[src/rtl/seq_gen.sv]
// Serial pattern transmitter: latches a WIDTH-bit pattern on start and shifts it out MSB first,
// optionally repeating it back-to-back, then pulses done for one cycle.
module seq_gen #(
    parameter int WIDTH = 8,
    parameter int CNT_W = 4
) (
    input  logic             i_clk,
    input  logic             i_rst,
    input  logic             i_start,
    input  logic             i_stop,
    input  logic [WIDTH-1:0] i_pattern,
    input  logic [CNT_W-1:0] i_reps,
    output logic             o_x,
    output logic             o_valid,
    output logic             o_busy,
    output logic             o_done
);

    localparam int BIT_W = (WIDTH > 1) ? $clog2(WIDTH) : 1;

    localparam logic [1:0] S_IDLE = 2'd0;
    localparam logic [1:0] S_SEND = 2'd1;
    localparam logic [1:0] S_DONE = 2'd2;

    logic [1:0]       r_state;
    logic [WIDTH-1:0] r_shift;
    logic [WIDTH-1:0] r_reload;
    logic [CNT_W-1:0] r_reps;
    logic [CNT_W-1:0] r_repcnt;
    logic [BIT_W-1:0] r_bitcnt;
    logic             r_x;
    logic             r_valid;
    logic             r_busy;
    logic             r_done;

    logic w_last_bit;
    logic w_more_reps;

    assign w_last_bit  = (r_bitcnt == BIT_W'(WIDTH - 1));
    assign w_more_reps = (r_repcnt < r_reps);

    // Outputs are registered, so the bit shown on o_x is loaded one edge ahead;
    // r_bitcnt indexes the bit currently being presented.
    always_ff @(posedge i_clk) begin
        if (i_rst) begin
            r_state  <= S_IDLE;
            r_shift  <= '0;
            r_reload <= '0;
            r_reps   <= '0;
            r_repcnt <= '0;
            r_bitcnt <= '0;
            r_x      <= 1'b0;
            r_valid  <= 1'b0;
            r_busy   <= 1'b0;
            r_done   <= 1'b0;
        end else begin
            case (r_state)
                S_IDLE: begin
                    r_x     <= 1'b0;
                    r_valid <= 1'b0;
                    r_busy  <= 1'b0;
                    r_done  <= 1'b0;
                    if (i_start) begin
                        r_state  <= S_SEND;
                        r_reload <= i_pattern;
                        r_shift  <= {i_pattern[WIDTH-2:0], 1'b0};
                        r_reps   <= i_reps;
                        r_repcnt <= '0;
                        r_bitcnt <= '0;
                        r_x      <= i_pattern[WIDTH-1];
                        r_valid  <= 1'b1;
                        r_busy   <= 1'b1;
                    end
                end
                S_SEND: begin
                    if (i_stop) begin
                        // Abort wins over everything, including the final bit.
                        r_state  <= S_IDLE;
                        r_shift  <= '0;
                        r_bitcnt <= '0;
                        r_repcnt <= '0;
                        r_x      <= 1'b0;
                        r_valid  <= 1'b0;
                        r_busy   <= 1'b0;
                        r_done   <= 1'b0;
                    end else if (w_last_bit) begin
                        if (w_more_reps) begin
                            r_repcnt <= r_repcnt + 1'b1;
                            r_bitcnt <= '0;
                            r_x      <= r_reload[WIDTH-1];
                            r_shift  <= {r_reload[WIDTH-2:0], 1'b0};
                        end else begin
                            r_state <= S_DONE;
                            r_x     <= 1'b0;
                            r_valid <= 1'b0;
                            r_done  <= 1'b1;
                        end
                    end else begin
                        r_bitcnt <= r_bitcnt + 1'b1;
                        r_x      <= r_shift[WIDTH-1];
                        r_shift  <= {r_shift[WIDTH-2:0], 1'b0};
                    end
                end
                S_DONE: begin
                    r_state <= S_IDLE;
                    r_x     <= 1'b0;
                    r_valid <= 1'b0;
                    r_busy  <= 1'b0;
                    r_done  <= 1'b0;
                end
                default: begin
                    r_state <= S_IDLE;
                    r_x     <= 1'b0;
                    r_valid <= 1'b0;
                    r_busy  <= 1'b0;
                    r_done  <= 1'b0;
                end
            endcase
        end
    end

    assign o_x     = r_x;
    assign o_valid = r_valid;
    assign o_busy  = r_busy;
    assign o_done  = r_done;

endmodule

[config.mk]
export PLATFORM = sky130hd
export DESIGN_NAME = seq_gen
export DESIGN_NICKNAME = d
export VERILOG_FILES = /design/src/rtl/seq_gen.sv
export SDC_FILE = /design/constraint.sdc
export NUM_CORES = 1
export LEC_CHECK = 0
export ABC_AREA = 0
export ABC_CLOCK_PERIOD_IN_PS = 3950
export BUFFER_PORTS_ARGS = -buffer_cell sky130_fd_sc_hd__buf_4
export CAP_MARGIN = 20
export CORE_MARGIN = 2
export CORE_UTILIZATION = 50
export CTS_CLUSTER_DIAMETER = 150
export CTS_CLUSTER_SIZE = 14
export DETAILED_ROUTE_END_ITERATION = 6
export PLACE_DENSITY = 0.71
export RECOVER_POWER = 100
export REMOVE_ABC_BUFFERS = 1
export SLEW_MARGIN = 30
export SYNTH_ARGS = -nofsm -noshare
export SYNTH_HDL_FRONTEND = slang
export SYNTH_SLANG_ARGS = --single-unit
[constraint.sdc]
create_clock -name i_clk -period 3.95 [get_ports i_clk]
set_input_delay 0.79 -clock i_clk [delete_from_list [all_inputs] [get_ports i_clk]]
set_output_delay 0.79 -clock i_clk [all_outputs]
set_load 0.02 [all_outputs]
Word-level counts from Yosys, hierarchy flattened
Index checks and enable logic that the tools add are counted.
{"block": "word_totals", "register_bits": 33, "in_bits": 16, "out_inout_bits": 4, "wordCells": 64}
{"block": "op_classes", "addsub": 2, "magnitude_cmp": 1, "eq_ne": 8, "mux": 32, "bitwise_logic": 2, "n_reduce_logical": 9}
{"cell": "$mux W8", "n": 4}
{"cell": "$mux W4", "n": 4}
{"cell": "$pmux W8 S2", "n": 1}
{"cell": "$mux W3", "n": 4}
{"cell": "$mux W1", "n": 9}
{"cell": "$ne A3 B3 Y1 const B", "n": 3}
{"cell": "$mux W2", "n": 4}
{"cell": "$pmux W4 S2", "n": 1}
{"cell": "$pmux W1 S2", "n": 3}
{"cell": "$pmux W3 S2", "n": 1}
{"cell": "$reduce_and A2 Y1", "n": 3}
{"cell": "$reduce_and A3 Y1", "n": 2}
{"cell": "$add A4 B1 Y4 const B", "n": 1}
{"cell": "$lt A4 B4 Y1", "n": 1}
{"cell": "$ne A2 B2 Y1 const B", "n": 2}
{"cell": "$ne A4 B4 Y1 const B", "n": 1}
{"cell": "$pmux W2 S2", "n": 1}
{"cell": "$reduce_and A4 Y1", "n": 1}
{"cell": "$add A3 B1 Y3 const B", "n": 1}
{"cell": "$eq A3 B3 Y1 const B", "n": 1}
{"cell": "$reduce_or A3 Y1", "n": 1}
{"cell": "$eq A2 B1 Y1 const B", "n": 1}
{"cell": "$logic_not A2 Y1", "n": 1}
{"cell": "$not A1 Y1", "n": 2}
{"cell": "$reduce_bool A2 Y1", "n": 1}

Depth between registers and ports, before layout
{"block": "logic_depth", "word_depth": 5, "mapped_depth": 9, "ltp_nobuf": 7}

Worst setup path before layout
No wires, ideal clock.
{"block": "synth_path", "path_type": "input -> register", "start": "in i_stop", "end": "reg r_shift[4]", "setup_ns": 0.086, "arrival_ns": 1.631, "required_time_ns": 3.864, "path_slack_ns": 2.233, "path_stages": 5, "path_buffers": 1, "path_cell_list": "or2_2 clkbuf_1 nor2_1 a21oi_1 a211oi_1"}
{"block": "synth_between", "elab_chain_cells": 2, "word_cells_on_any_way": 4, "classes_between": "1 x eq/ne; 2 x mux; 1 x reduce/logical"}
{"element": "from (decl)", "line_no": "10", "text": "input logic i_stop,"}
{"element": "$ne A4 B4 Y1 (no line) / $mux W8 (equally long branches)"}
{"element": "$reduce_and A3 Y1 (no line) / $pmux W8 S2 (equally long branches)"}
{"element": "to (signal assigned)", "line_no": "66", "text": "r_shift <= {i_pattern[WIDTH-2:0], 1'b0};"}
{"element": "to (signal assigned)", "line_no": "91", "text": "r_shift <= {r_reload[WIDTH-2:0], 1'b0};"}
{"element": "to (signal assigned)", "line_no": "101", "text": "r_shift <= {r_shift[WIDTH-2:0], 1'b0};"}
{"element": "to (decl)", "line_no": "26", "text": "logic [WIDTH-1:0] r_shift;"}
Several ways; a longest one is shown, not always the timed one.
A chain may end at the register's enable or synchronous reset.

Worst setup path in the final report
{"block": "layout_path", "start": "reg r_bitcnt[0]", "end": "reg r_repcnt[3]"}
{"block": "layout_between", "elab_chain_cells": 3}
{"element": "from (decl)", "line_no": "30", "text": "logic [BIT_W-1:0] r_bitcnt;"}
{"element": "from (signal assigned)", "line_no": "99", "text": "r_bitcnt <= r_bitcnt + 1'b1;"}
{"element": "$eq A3 B3 Y1", "line_no": "39", "text": "assign w_last_bit = (r_bitcnt == BIT_W'(WIDTH - 1));"}
{"element": "$ne A3 B3 Y1 (no line)"}
{"element": "$reduce_and A4 Y1 (no line)"}
{"element": "to (signal assigned)", "line_no": "88", "text": "r_repcnt <= r_repcnt + 1'b1;"}
{"element": "to (decl)", "line_no": "29", "text": "logic [CNT_W-1:0] r_repcnt;"}
No other way between the ends.

==> out/results.tsv <==
metric	value	unit
groute.usage.overall	0.207	
synth.top_cell.area_share	0.417	
fin_crit_sh	0.577	
synthCells	180	
arrival	2.53	ns
drt_pre_antenna_iters	4	
min_from	r_reps[1]	
ctsRootBufferMaster	clkbuf_4	
final_common_cell	dfxtp_1	
dp_cells	221	
hold_violations	0	
ir_drop	264	uV
power	0.682	mW
cts_hold_buf	0	
syn-cell-area	1540	um^2
fin_util	0.572	
yosys.cell_types.count	37	
holdPathStages	2	
synth_area_leaders	dfxtp_1 (42%), a21oi_1 (7.2%), nand2_1 (6.8%)	
cts_resized	0	
rsz0062_at_grt	false	
synth_top_family_by_area	simple AND/OR/NAND/NOR gates	
nets	217	
die-area	3530	um^2
finalSetupViolations	0	
drv_slew	0	
power_density	400	nW/um^2
rows	20	
worstMarginPinSlew	0.765	ns
numCtsBuffers	5	
tns	0	ns
timing.rr.start	r_bitcnt[0]	
grt_max_degree	38	
synthMuxAreaShare	0.0522	
skew	0.0117	ns
max_clock_freq	0.438	GHz
crit_type	reg -> reg	
die_x	59.4	um
end_kind	flip-flop	
max_cap_viol_count	0	
drt_iter0_drc	45	
htree_num_levels	2	
post_cts_buffers	0	
path_delay_family	adder cells	
wire_per_inst	13.9	um
r2r_cells	5	
areaGrowthSynthToFinish	11.0	%
fillers	285	
leakage	0.636	nW
clk_pin_slew	0.10	ns
clk_path_buf_depth	2	
grt_pass1_wl	5.44	mm
vias	1258	
synth_xor_area_frac	0	
start_util	0.516	
synth-compound-area-share	0.193	
io-pin-count	20	
path_cells	ha_1 > ha_1 > nor3b_1 > a31oi_1 > a311oi_1	
ant_nets	0	
cp_max_fo	14	
ys_warn_count	0	
insertion_delay	0.34	ns
dpl.hpwl	2.25	mm
required	4.20	ns
yosysTopAreaCell	dfxtp_1	
routed_wl	3.19	mm
multi_input_area	807	um^2
yosysSeqAreaShare	0.417	
max_slew_margin	0.490	
yosys.area_share.simple	0.239	
crit_path_frequent_cell	ha_1	
synth_fa_ha_area_frac	0.0489	
final_cell_mix	dfxtp_1 (32), nand2_1 (28), a21oi_1 (23)	
hold_end	r_reps[1]	
coreArea	2980	um^2
ys_seq_elements	32	
hold_class	reg -> reg	
cts.sinks	32	
fin_cells	229	
grt_antenna_before_repair	0	
drive_above_1_share	0.138	
syn_avg_cell_area	8.53	um^2
gp_congestion	0.740	
cpPeakStageDelay	0.66	ns
die_y	59.4	um
n_antenna_cell	0	
viasPerCell	5.49	
start_kind	flip-flop	
tritoncts	yes	
reg2reg_to	r_repcnt[3]	
period_needed	2.28	ns
critPathSlowestCell	nor3b_1	
status	complete, no violations	
drc	0	
grt_overflow	0	
worst-path-buf-inv	0	
place.port_buffers	19	
regArea	641	um^2
grt_pass1_vias	1242	
regToRegSetupSlack	1.67	ns
sequential cells by signal, indices dropped and copies added (netlist names):
register / count
r_reload: 8
o_busy: 1
r_reps: 4
o_x: 1
r_bitcnt: 3
r_shift: 7
r_repcnt: 4
o_valid: 1
o_done: 1
r_state: 2
report_power, final:
part	leakage (nW)	switching (mW)	internal, mW	total [mW]
Sequential	0.262	0.00961	0.339	0.349
Clock	0.0422	0.115	0.133	0.247
Combinational	0.331	0.0500	0.0361	0.0861
through the flow:
stage	setup WS (ns)	cell area [um^2]	hold WS, ns
2_1_floorplan	2.12	1470	0.430
3_3_place_gp	1.92	1650	0.446
3_5_place_dp	1.84	1650	0.450
4_1_cts	1.81	1730	0.464
5_1_grt	1.46	1700	0.484
6_report	1.67	1700	0.462
area by class of cell:
| cell class | count | share of cell area |
|---|---|---|
| timing repair buffer | 19 | 0.0749 |
| sequential | 32 | 0.376 |
| inverter | 3 | 0.00661 |
| clock inverter | 2 | 0.0206 |
| multi-input combinational | 134 | 0.474 |
| clock buffer | 6 | 0.0242 |
| tap | 33 | 0.0242 |
worst max-delay path by stage:
stage	from	end	slack, ns	cells after the start
finish	r_bitcnt[0]	r_repcnt[3]	1.67	5
global route	r_bitcnt[0]	o_x	1.46	5
CTS	r_bitcnt[0]	r_bitcnt[0]	1.81	6
detailed placement	r_bitcnt[0]	r_bitcnt[0]	1.84	6
global placement	r_reps[1]	r_bitcnt[2]	1.92	6
floorplan	r_reps[1]	r_bitcnt[1]	2.12	6
tightest hold or removal path, cell delays in order (launching register included):
cell	delay [ns]
dfxtp_1	0.32
nand2_1	0.05
a21oi_1	0.05
cells in the mapped netlist:
cell / number
a21oi_1: 22
inv_1: 3
nand2b_4: 1
clkbuf_1: 8
a2111oi_4: 1
or2_2: 2
or2b_1: 1
o22ai_1: 2
nor2_1: 21
a22oi_1: 1
buf_1: 1
o31a_1: 1
nand3_1: 4
a211oi_2: 1
dfxtp_1: 32
o21ai_0: 2
or3_1: 2
nand3b_1: 2
nand2_1: 28
nor3_1: 2
a211oi_1: 6
nor2_2: 1
a21o_1: 1
a311oi_1: 2
a31oi_1: 2
nor4b_1: 1
and3_1: 1
nor3b_2: 1
nor3b_1: 1
mux2i_1: 8
nand2b_1: 7
ha_1: 6
buf_12: 1
o21a_1: 1
buf_6: 1
and2_1: 1
a21oi_2: 2
logic make-up after synthesis:
| kind of cell | count (synthesis) |
|---|---|
| buffers and inverters | 14 |
| muxes | 8 |
| DFF | 32 |
| and+or+nand+nor | 76 |
| AOI/OAI and AO/OA | 44 |
| adders and majority gates | 6 |
per-layer routing:
layer | track usage | share of wire | vias up
li1 | - | - | 654
met1 | 0.233 | 0.45 | 566
met2 | 0.358 | 0.48 | 27
met3 | 0.0611 | 0.034 | 11
met4 | 0.0942 | 0.028 | 0
met5 | 0 | 0 | -
Note: power is estimated with default switching activity, not from simulation.
